$ cat config.mk
export PLATFORM = sky130hd
export DESIGN_NAME = fifo_read_ctrl_flat
export DESIGN_NICKNAME = d
export VERILOG_FILES = /design/src/rtl/fifo_pkg.sv /design/src/rtl/fifo_read_ctrl_if.sv /design/src/rtl/fifo_out_skid.sv /design/src/rtl/fifo_read_ctrl.sv /design/src/flat_wrapper.sv
export SDC_FILE = /design/constraint.sdc
export NUM_CORES = 1
export LEC_CHECK = 0
export ABC_CLOCK_PERIOD_IN_PS = 5200
export BUFFER_PORTS_ARGS = -buffer_cell sky130_fd_sc_hd__buf_2
export CAP_MARGIN = 0
export CELL_PAD_IN_SITES_DETAIL_PLACEMENT = 1
export CELL_PAD_IN_SITES_GLOBAL_PLACEMENT = 1
export CORE_UTILIZATION = 32
export DETAILED_ROUTE_END_ITERATION = 8
export GPL_TIMING_DRIVEN = 0
export PLACE_DENSITY_LB_ADDON = 0.1
export SYNTH_ARGS = -nofsm -noshare
export SYNTH_HDL_FRONTEND = slang
export SYNTH_SLANG_ARGS = --single-unit
$ cat constraint.sdc
create_clock -name clk -period 5.2 [get_ports clk]
set_clock_uncertainty 0.2 [all_clocks]
set_input_delay 0.26 -clock clk [delete_from_list [all_inputs] [get_ports clk]]
set_output_delay 0.26 -clock clk [all_outputs]
set_load 0.1 [all_outputs]
$ cat src/rtl/fifo_pkg.sv
// Shared types and sizes for both sides of the single-clock FIFO.
// Pointers carry one extra wrap bit above the RAM address.
package fifo_pkg;
    localparam int DW    = 8;
    localparam int AW    = 10;
    localparam int DEPTH = 2**AW;

    typedef logic [AW:0]   ptr_t;
    typedef logic [AW-1:0] addr_t;
    typedef logic [DW-1:0] data_t;
endpackage

$ cat src/rtl/fifo_read_ctrl_if.sv
// Read-side bundle: writer pointer and flush in, RAM read port, consumer stream.
// master = read controller, slave = the surrounding FIFO/consumer environment.
interface fifo_read_ctrl_if;
    import fifo_pkg::*;

    ptr_t  W_ptr;
    logic  Flush;
    logic  R_en;
    addr_t R_addr;
    data_t R_data;
    ptr_t  R_ptr;
    logic  Empty;
    ptr_t  Count;
    data_t Dout;
    logic  Dout_valid;
    logic  Dout_ready;

    modport master (
        input  W_ptr, Flush, R_data, Dout_ready,
        output R_en, R_addr, R_ptr, Empty, Count, Dout, Dout_valid
    );

    modport slave (
        output W_ptr, Flush, R_data, Dout_ready,
        input  R_en, R_addr, R_ptr, Empty, Count, Dout, Dout_valid
    );
endinterface

$ cat src/rtl/fifo_out_skid.sv
// Two-entry output buffer; head is presented on o_dout, loads the edge after push.
// Head and valid hold while not popped; flush empties it, overriding pop and push.
module fifo_out_skid
    import fifo_pkg::*;
(
    input  logic       clk,
    input  logic       rst_n,
    input  logic       i_push,
    input  data_t      i_din,
    input  logic       i_pop,
    input  logic       i_flush,
    output data_t      o_dout,
    output logic       o_valid,
    output logic [1:0] o_cnt
);
    data_t      r_head;
    data_t      r_tail;
    logic [1:0] r_cnt;

    always_ff @(posedge clk or negedge rst_n) begin
        if (!rst_n) begin
            r_head <= '0;
            r_tail <= '0;
            r_cnt  <= 2'd0;
        end else if (i_flush) begin
            r_cnt <= 2'd0;
        end else begin
            case (r_cnt)
                2'd0: begin
                    if (i_push) begin
                        r_head <= i_din;
                        r_cnt  <= 2'd1;
                    end
                end
                2'd1: begin
                    if (i_push && i_pop) begin
                        r_head <= i_din;
                    end else if (i_push) begin
                        r_tail <= i_din;
                        r_cnt  <= 2'd2;
                    end else if (i_pop) begin
                        r_cnt <= 2'd0;
                    end
                end
                default: begin
                    // Tail moves up on pop; a same-cycle push refills the tail.
                    if (i_pop) begin
                        r_head <= r_tail;
                        if (i_push) r_tail <= i_din;
                        else        r_cnt  <= 2'd1;
                    end
                end
            endcase
        end
    end

    assign o_dout  = r_head;
    assign o_valid = (r_cnt != 2'd0);
    assign o_cnt   = r_cnt;
endmodule

$ cat src/rtl/fifo_read_ctrl.sv
// FIFO read controller: owns the read pointer, issues RAM reads, FWFT output stream.
// Two cycles from W_ptr change to Dout_valid; at most 2 words leave RAM under backpressure.
module fifo_read_ctrl
    import fifo_pkg::*;
(
    input logic              clk,
    input logic              rst_n,
    fifo_read_ctrl_if.master io_rd
);
    ptr_t       r_ptr;
    logic       r_rd_pend;
    logic [1:0] w_buf_cnt;
    logic [2:0] w_occ;
    logic       w_dout_valid;
    logic       w_pop;
    logic       w_empty;
    logic       w_issue;
    logic       w_push;

    assign w_pop   = w_dout_valid & io_rd.Dout_ready;
    assign w_empty = (r_ptr == io_rd.W_ptr);
    // Words the buffer will hold after this edge, before counting a new issue.
    assign w_occ   = {1'b0, w_buf_cnt} + {2'b00, r_rd_pend} - {2'b00, w_pop};
    assign w_issue = rst_n & ~w_empty & ~io_rd.Flush & (w_occ <= 3'd1);
    assign w_push  = r_rd_pend & ~io_rd.Flush;

    always_ff @(posedge clk or negedge rst_n) begin
        if (!rst_n) begin
            r_ptr     <= '0;
            r_rd_pend <= 1'b0;
        end else if (io_rd.Flush) begin
            r_ptr     <= io_rd.W_ptr;
            r_rd_pend <= 1'b0;
        end else begin
            r_rd_pend <= w_issue;
            if (w_issue) r_ptr <= r_ptr + 1'b1;
        end
    end

    fifo_out_skid u_skid (
        .clk     (clk),
        .rst_n   (rst_n),
        .i_push  (w_push),
        .i_din   (io_rd.R_data),
        .i_pop   (w_pop),
        .i_flush (io_rd.Flush),
        .o_dout  (io_rd.Dout),
        .o_valid (w_dout_valid),
        .o_cnt   (w_buf_cnt)
    );

    assign io_rd.R_en       = w_issue;
    assign io_rd.R_addr     = r_ptr[AW-1:0];
    assign io_rd.R_ptr      = r_ptr;
    assign io_rd.Empty      = w_empty;
    assign io_rd.Count      = io_rd.W_ptr - r_ptr;
    assign io_rd.Dout_valid = w_dout_valid;
endmodule

$ cat src/flat_wrapper.sv
// flat-port wrapper written by rule: the top's interface ports become plain ports
module fifo_read_ctrl_flat import fifo_pkg::*;
  (clk, rst_n, io_rd_W_ptr, io_rd_Flush, io_rd_R_data, io_rd_Dout_ready, io_rd_R_en, io_rd_R_addr, io_rd_R_ptr, io_rd_Empty, io_rd_Count, io_rd_Dout, io_rd_Dout_valid);
  fifo_read_ctrl_if io_rd_i ();
  input logic clk;
  input logic rst_n;
  input wire logic [$bits(io_rd_i.W_ptr)-1:0] io_rd_W_ptr;
  input wire logic [$bits(io_rd_i.Flush)-1:0] io_rd_Flush;
  input wire logic [$bits(io_rd_i.R_data)-1:0] io_rd_R_data;
  input wire logic [$bits(io_rd_i.Dout_ready)-1:0] io_rd_Dout_ready;
  output wire logic [$bits(io_rd_i.R_en)-1:0] io_rd_R_en;
  output wire logic [$bits(io_rd_i.R_addr)-1:0] io_rd_R_addr;
  output wire logic [$bits(io_rd_i.R_ptr)-1:0] io_rd_R_ptr;
  output wire logic [$bits(io_rd_i.Empty)-1:0] io_rd_Empty;
  output wire logic [$bits(io_rd_i.Count)-1:0] io_rd_Count;
  output wire logic [$bits(io_rd_i.Dout)-1:0] io_rd_Dout;
  output wire logic [$bits(io_rd_i.Dout_valid)-1:0] io_rd_Dout_valid;
  assign io_rd_i.W_ptr = io_rd_W_ptr;
  assign io_rd_i.Flush = io_rd_Flush;
  assign io_rd_i.R_data = io_rd_R_data;
  assign io_rd_i.Dout_ready = io_rd_Dout_ready;
  assign io_rd_R_en = io_rd_i.R_en;
  assign io_rd_R_addr = io_rd_i.R_addr;
  assign io_rd_R_ptr = io_rd_i.R_ptr;
  assign io_rd_Empty = io_rd_i.Empty;
  assign io_rd_Count = io_rd_i.Count;
  assign io_rd_Dout = io_rd_i.Dout;
  assign io_rd_Dout_valid = io_rd_i.Dout_valid;
  fifo_read_ctrl u_core (.clk(clk), .rst_n(rst_n), .io_rd(io_rd_i));
endmodule
# Word level (Yosys, flattened, before mapping)
# Cells that the tools add are included.
# op_classes
n_addsub	4
magnitude_cmp	1
n_eq_ne	9
muxes	19
bitwise	8
n_reduce_logical	10
# op_table
cell	n
$mux W8	6
$pmux W8 S2	2
$mux W11	2
$mux W2	7
$add A11 B1 Y11 const B	1
$eq A11 B11 Y1	1
$sub A11 B11 Y11	1
$reduce_and A4 Y1	2
$ne A2 B2 Y1 const B	3
$ne A3 B3 Y1 const B	2
$reduce_bool A2 Y1	3
$and A1 B1 Y1	5
$reduce_and A5 Y1	1
$ne A4 B2 Y1 const B	1
$ne A4 B4 Y1 const B	1
$pmux W2 S2	1
$reduce_bool A4 Y1	1
$add A2 B1 Y3	1
$le A3 B1 Y1 const B	1
$not A1 Y1	3
$reduce_bool A3 Y1	1
$sub A3 B1 Y3	1
$eq A2 B1 Y1 const B	1
$logic_not A2 Y1	1
other kinds (2)	2
# totals
reg_bits	30
inputBits	23
word_cells	56

# Longest topological paths before layout
# logic_depth
ltp_word	7
depth_mapped	14
ltp_nobuf	12

# By module
# Synthesis repeated with hierarchy kept, for this count alone.
# hier_totals
hier_cells	264
area_unflattened_um2	2409.8
# by_module_without_submodules
mod	n_inst	cells_per_inst	area_each_um2
fifo_read_ctrl	1	168	1353.8
fifo_out_skid	1	96	1056.0

# Least setup slack after synthesis
# No wires, ideal clock.
# synth_path
kind	register to output
from	reg u_core.r_ptr[4] (netlist: u_core.io_rd.R_ptr[4])
to	out io_rd_Count[8]
t_arrival_ns	5.603
required_time_ns	4.740
path_slack_ns	-0.863
path_stages_with_launch	7
path_buffers	0
path_cell_list	dfrtp_1 -> inv_1 -> ha_1 -> a21o_1 -> a21oi_1 -> a21boi_0 -> o311ai_0
# synth_between
elab_chain_len	1
# synth_lines
element	line_no	text
start: declaration	fifo_read_ctrl.sv:10	ptr_t r_ptr;
start signal: assignment	fifo_read_ctrl.sv:32	r_ptr <= io_rd.W_ptr;
start signal: assignment	fifo_read_ctrl.sv:36	if (w_issue) r_ptr <= r_ptr + 1'b1;
$sub A11 B11 Y11	fifo_read_ctrl.sv:56	assign io_rd.Count = io_rd.W_ptr - r_ptr;
end: declaration	flat_wrapper.sv:15	output wire logic [$bits(io_rd_i.Count)-1:0] io_rd_Count;
# Every way passes these cells.

# Worst setup path after layout
# layout_path
from	reg u_core.u_skid.r_cnt[1] (netlist: u_core.u_skid.o_cnt[1])
to	out io_rd_R_en
# layout_between
elab_chain_len	5
elab_cells_between_ends	6
cone_classes	add/sub: 2; order compare: 1; bitwise: 2; reduce/logical: 1
# layout_lines
element	line_no	text
start: declaration	fifo_out_skid.sv:18	logic [1:0] r_cnt;
start signal: assignment	fifo_out_skid.sv:24	r_cnt <= 2'd0;
start signal: assignment	fifo_out_skid.sv:26	r_cnt <= 2'd0;
start signal: assignment	fifo_out_skid.sv:32	r_cnt <= 2'd1;
branches (longest 2 deep; another with $add A2 B1 Y3)	-	
$sub A3 B1 Y3 (*)	fifo_read_ctrl.sv:23	assign w_occ = {1'b0, w_buf_cnt} + {2'b00, r_rd_pend} - {2'b00, w_pop};
$le A3 B1 Y1 (*)	fifo_read_ctrl.sv:24	assign w_issue = rst_n & ~w_empty & ~io_rd.Flush & (w_occ <= 3'd1);
$and A1 B1 Y1 (*)	fifo_read_ctrl.sv:24	
end: declaration	flat_wrapper.sv:11	output wire logic [$bits(io_rd_i.R_en)-1:0] io_rd_R_en;
# Mark *: on every way between the ends.

==> results.py <==
metrics = {
    "synth": {
        "yosysWarnings": 0,
        "ys_seq_area_frac": 0.342,
        "synth_cells": 229,
        "synth_edf_count": 0,
        "ys_top_cells_by_area": "dfrtp_1, ha_1, xnor2_1",
        "avgSynthCellArea_um2": 9.58,
        "syn_area_um2": 2190,
        "postSynth.asyncResetShare": 1.00,
        "synth_top_area_share": 0.342,
        "ys_types": 43,
        "synth-main-ff-cell": "dfrtp_1",
        "yosysTopAreaCell": "dfrtp_1",
        "synth_fp_nets": 267,
        "ys_ff_latch": 30,
    },
    "power": {
        "sequentialPowerShare": 0.244,
        "internal_power_uw": 520,
        "p_clk_frac": 0.160,
        "p_leak_uw": 0.00129,
        "powerDensity_nw_per_um2": 459,
        "ir_worst_vdd_v": 0.000249,
        "swShare": 0.585,
        "total_power_uw": 1250,
        "switchingPower_uw": 732,
        "power_frac_comb": 0.595,
    },
    "finish": {
        "drive_above_1_share": 0.353,
        "syn2layout_area_growth_pct": 24.2,
        "nets": 340,
        "final_cells": 380,
        "antenna_cells": 0,
    },
    "global_route": {
        "grt.met2_usage": 0.258,
        "grt_pass1_vias": 1892,
        "gr-usage-met3": 0.0344,
        "met1_usage": 0.234,
        "track_usage": 0.167,
        "grt_max_degree": 32,
        "grt_pass1_wl_um": 9320,
        "grt-ovfl-total": 0,
        "grt-busiest-layer": "met2",
        "antenna_found_initial": 0,
    },
    "cts": {
        "cts_setup_buffers": 0,
        "ctsHoldBuffers": 2,
        "cts.sinks": 30,
        "clock_path_buffers": 2,
        "cts_made_buffers": 5,
        "clkTransAtPathRegs_ps": 70,
        "cts_root_buffer": "clkbuf_8",
        "clk_latency_ps": 280,
        "cts.htree.levels": 2,
        "cts_tree": "done",
        "cts-resized-gates": 0,
    },
    "route": {
        "first_pass_iters": 8,
        "vias": 1870,
        "ant_nets": 0,
        "wl_per_cell_um": 14.5,
        "route.detailed.drc": 2,
        "wl_um": 5530,
        "drt-vias-per-instance": 4.92,
        "drt_iter0_drc": 63,
    },
    "critical_path": {
        "worst-path-buf-inv": 5,
        "cp_top_family": "buffers and inverters",
        "critPathMaxFanout": 10,
        "critPathRequiredTime_ps": 4740,
        "worstSetupStartpointType": "flop",
        "cpPeakStageDelay_ps": 460,
        "r2r_start": "u_core.u_skid.o_cnt[1]",
        "crit_type": "flop to output port",
        "setup.worst_path.start": "u_core.u_skid.o_cnt[1]",
        "cp-end-kind": "output port",
        "cp_slowest_cell": "buf_2",
        "worstPathArrival_ps": 3480,
        "crit_chain": "buf_2, or2_2, and2_1, ha_1, inv_1, ha_1, inv_1, fa_1, xnor2_1, nand3_1, buf_6, nor3_1, buf_2",
    },
    "floorplan": {
        "die-area_um2": 7190,
        "die_w_um": 84.8,
        "io_pins": 66,
        "die_y_um": 84.8,
        "core_um2": 6490,
        "start_util": 0.338,
        "num_rows": 29,
    },
    "sta": {
        "hold_viol": 0,
        "maxSlewHeadroom": 0.512,
        "fin_crit_sh": 0.758,
        "setup_ws_ps": 1260,
        "worst_slew_pin_slew_ps": 728,
        "rsz0062_at_grt": "no",
        "slew_viol_final": 0,
        "clock.fmax_mhz": 254,
        "setup_viol": 0,
        "setup_tns_ps": 0,
        "finalCriticalPeriod_ps": 3940,
    },
    "place": {
        "portBuffers": 64,
        "place_ws_ps": 1540,
        "place.gp.congestion": 0.714,
        "dp_hpwl_um": 4230,
        "dp.cells": 370,
    },
    "hold_path": {
        "hold_class": "input port to flop",
        "worstHoldStart": "io_rd_W_ptr[6]",
    },
    "run_status": {
        "violations": "design-rule violations",
        "status": "complete, but fails checks",
    },
    "job": {
        "maxCapViolCount": 0,
    },
}
[synth_stat cells (all sizes together), types with 3 or more instances]
library cell / n
nor3: 8
mux2i: 10
mux2: 10
xor2: 3
o21ai: 10
dfrtp: 30
nand3: 7
ha: 13
buf: 16
a21oi: 15
nand2: 14
clkbuf: 3
a211oi: 5
nor2: 16
and3: 4
xnor2: 16
nor4: 3
inv: 19
[tightest hold or removal path: stages]
cell and delay [ps]:
buf_2 100, nand2_1 50, o21ai_0 60
[metrics by stage]
step	cell area (um^2)	hold WS (ps)	utilization
2_1_floorplan	2190	-236	-
3_3_place_gp	2610	166	0.402
3_5_place_dp	2610	169	0.402
4_1_cts	2730	6.15	0.420
5_1_grt	2730	9.46	0.420
6_report	2730	12.4	0.420
[metal layers]
metal | up-vias | part of all wire | wire length, um
li1 | 928 | - | -
met2 | 43 | 0.45 | 2490
met5 | - | 0 | 0
met4 | 0 | 0.0092 | 51
met1 | 894 | 0.50 | 2760
met3 | 5 | 0.040 | 222
[worst paths after layout]
kind                                            to  slack (ps)  depth (start not counted)
setup / recovery                        io_rd_R_en        1260                         13
hold / removal               u_core.io_rd.R_ptr[6]          10                          3
setup reg to reg             u_core.io_rd.R_ptr[7]        1800                         14
hold reg to reg            u_core.u_skid.r_tail[7]         310                          1
max in group asynchronous   u_core.u_skid.o_cnt[0]        3970                          2
min in group asynchronous  u_core.u_skid.o_dout[3]         350                          2
[logic make-up (layout without fill, tap and decap cells)]
group,Yosys count,count (layout),share of synthesized area
XOR/XNOR,19,19,0.0759
AO/OA/AOI/OAI,42,42,0.121
buffers and inverters,38,112,0.0907
AND/OR/NAND/NOR,65,65,0.181
multiplexers,20,20,0.0970
flip-flops,30,30,0.342
adder cells (fa/ha/maj),15,15,0.0924
[cell type report]
cell class / count / area, um^2
Fill cell: 774 / 3770
Multi-Input combinational cell: 161 / 1240
Sequential cell: 30 / 751
Timing Repair Buffer: 66 / 340
Buffer: 19 / 128
Tap cell: 77 / 96.3
Clock buffer: 6 / 82.6
Inverter: 19 / 71.3
Clock inverter: 2 / 12.5
[cells in the final DEF, fill, tap and decap left out, types with 6 or more instances in the layout]
cell	count
dfrtp_1	30
o21ai_0	7
clkbuf_8	6
nand3_1	7
xnor2_1	16
ha_1	13
nand2_1	14
buf_4	10
nor2_1	16
buf_2	67
inv_1	19
mux2_2	10
nor3_1	7
mux2i_1	10
a21oi_1	15
[state kept, by name, summed over array words and instances, names as in the netlist]
| name | count |
|---|---|
| u_core.io_rd.R_ptr | 11 |
| u_core.u_skid.o_dout | 8 |
| u_core.u_skid.o_cnt | 2 |
| u_core.u_skid.r_tail | 8 |
| u_core.r_rd_pend | 1 |
[power by group through the flow]
stage	Sequential (uW)	Combinational (uW)	Clock (uW)
detailed placement	311	748	0
floorplan	499	443	0
CTS	306	752	210
global placement	309	745	0
finish	306	746	201
global route	312	782	217
Power figures use the tool's default switching activity.
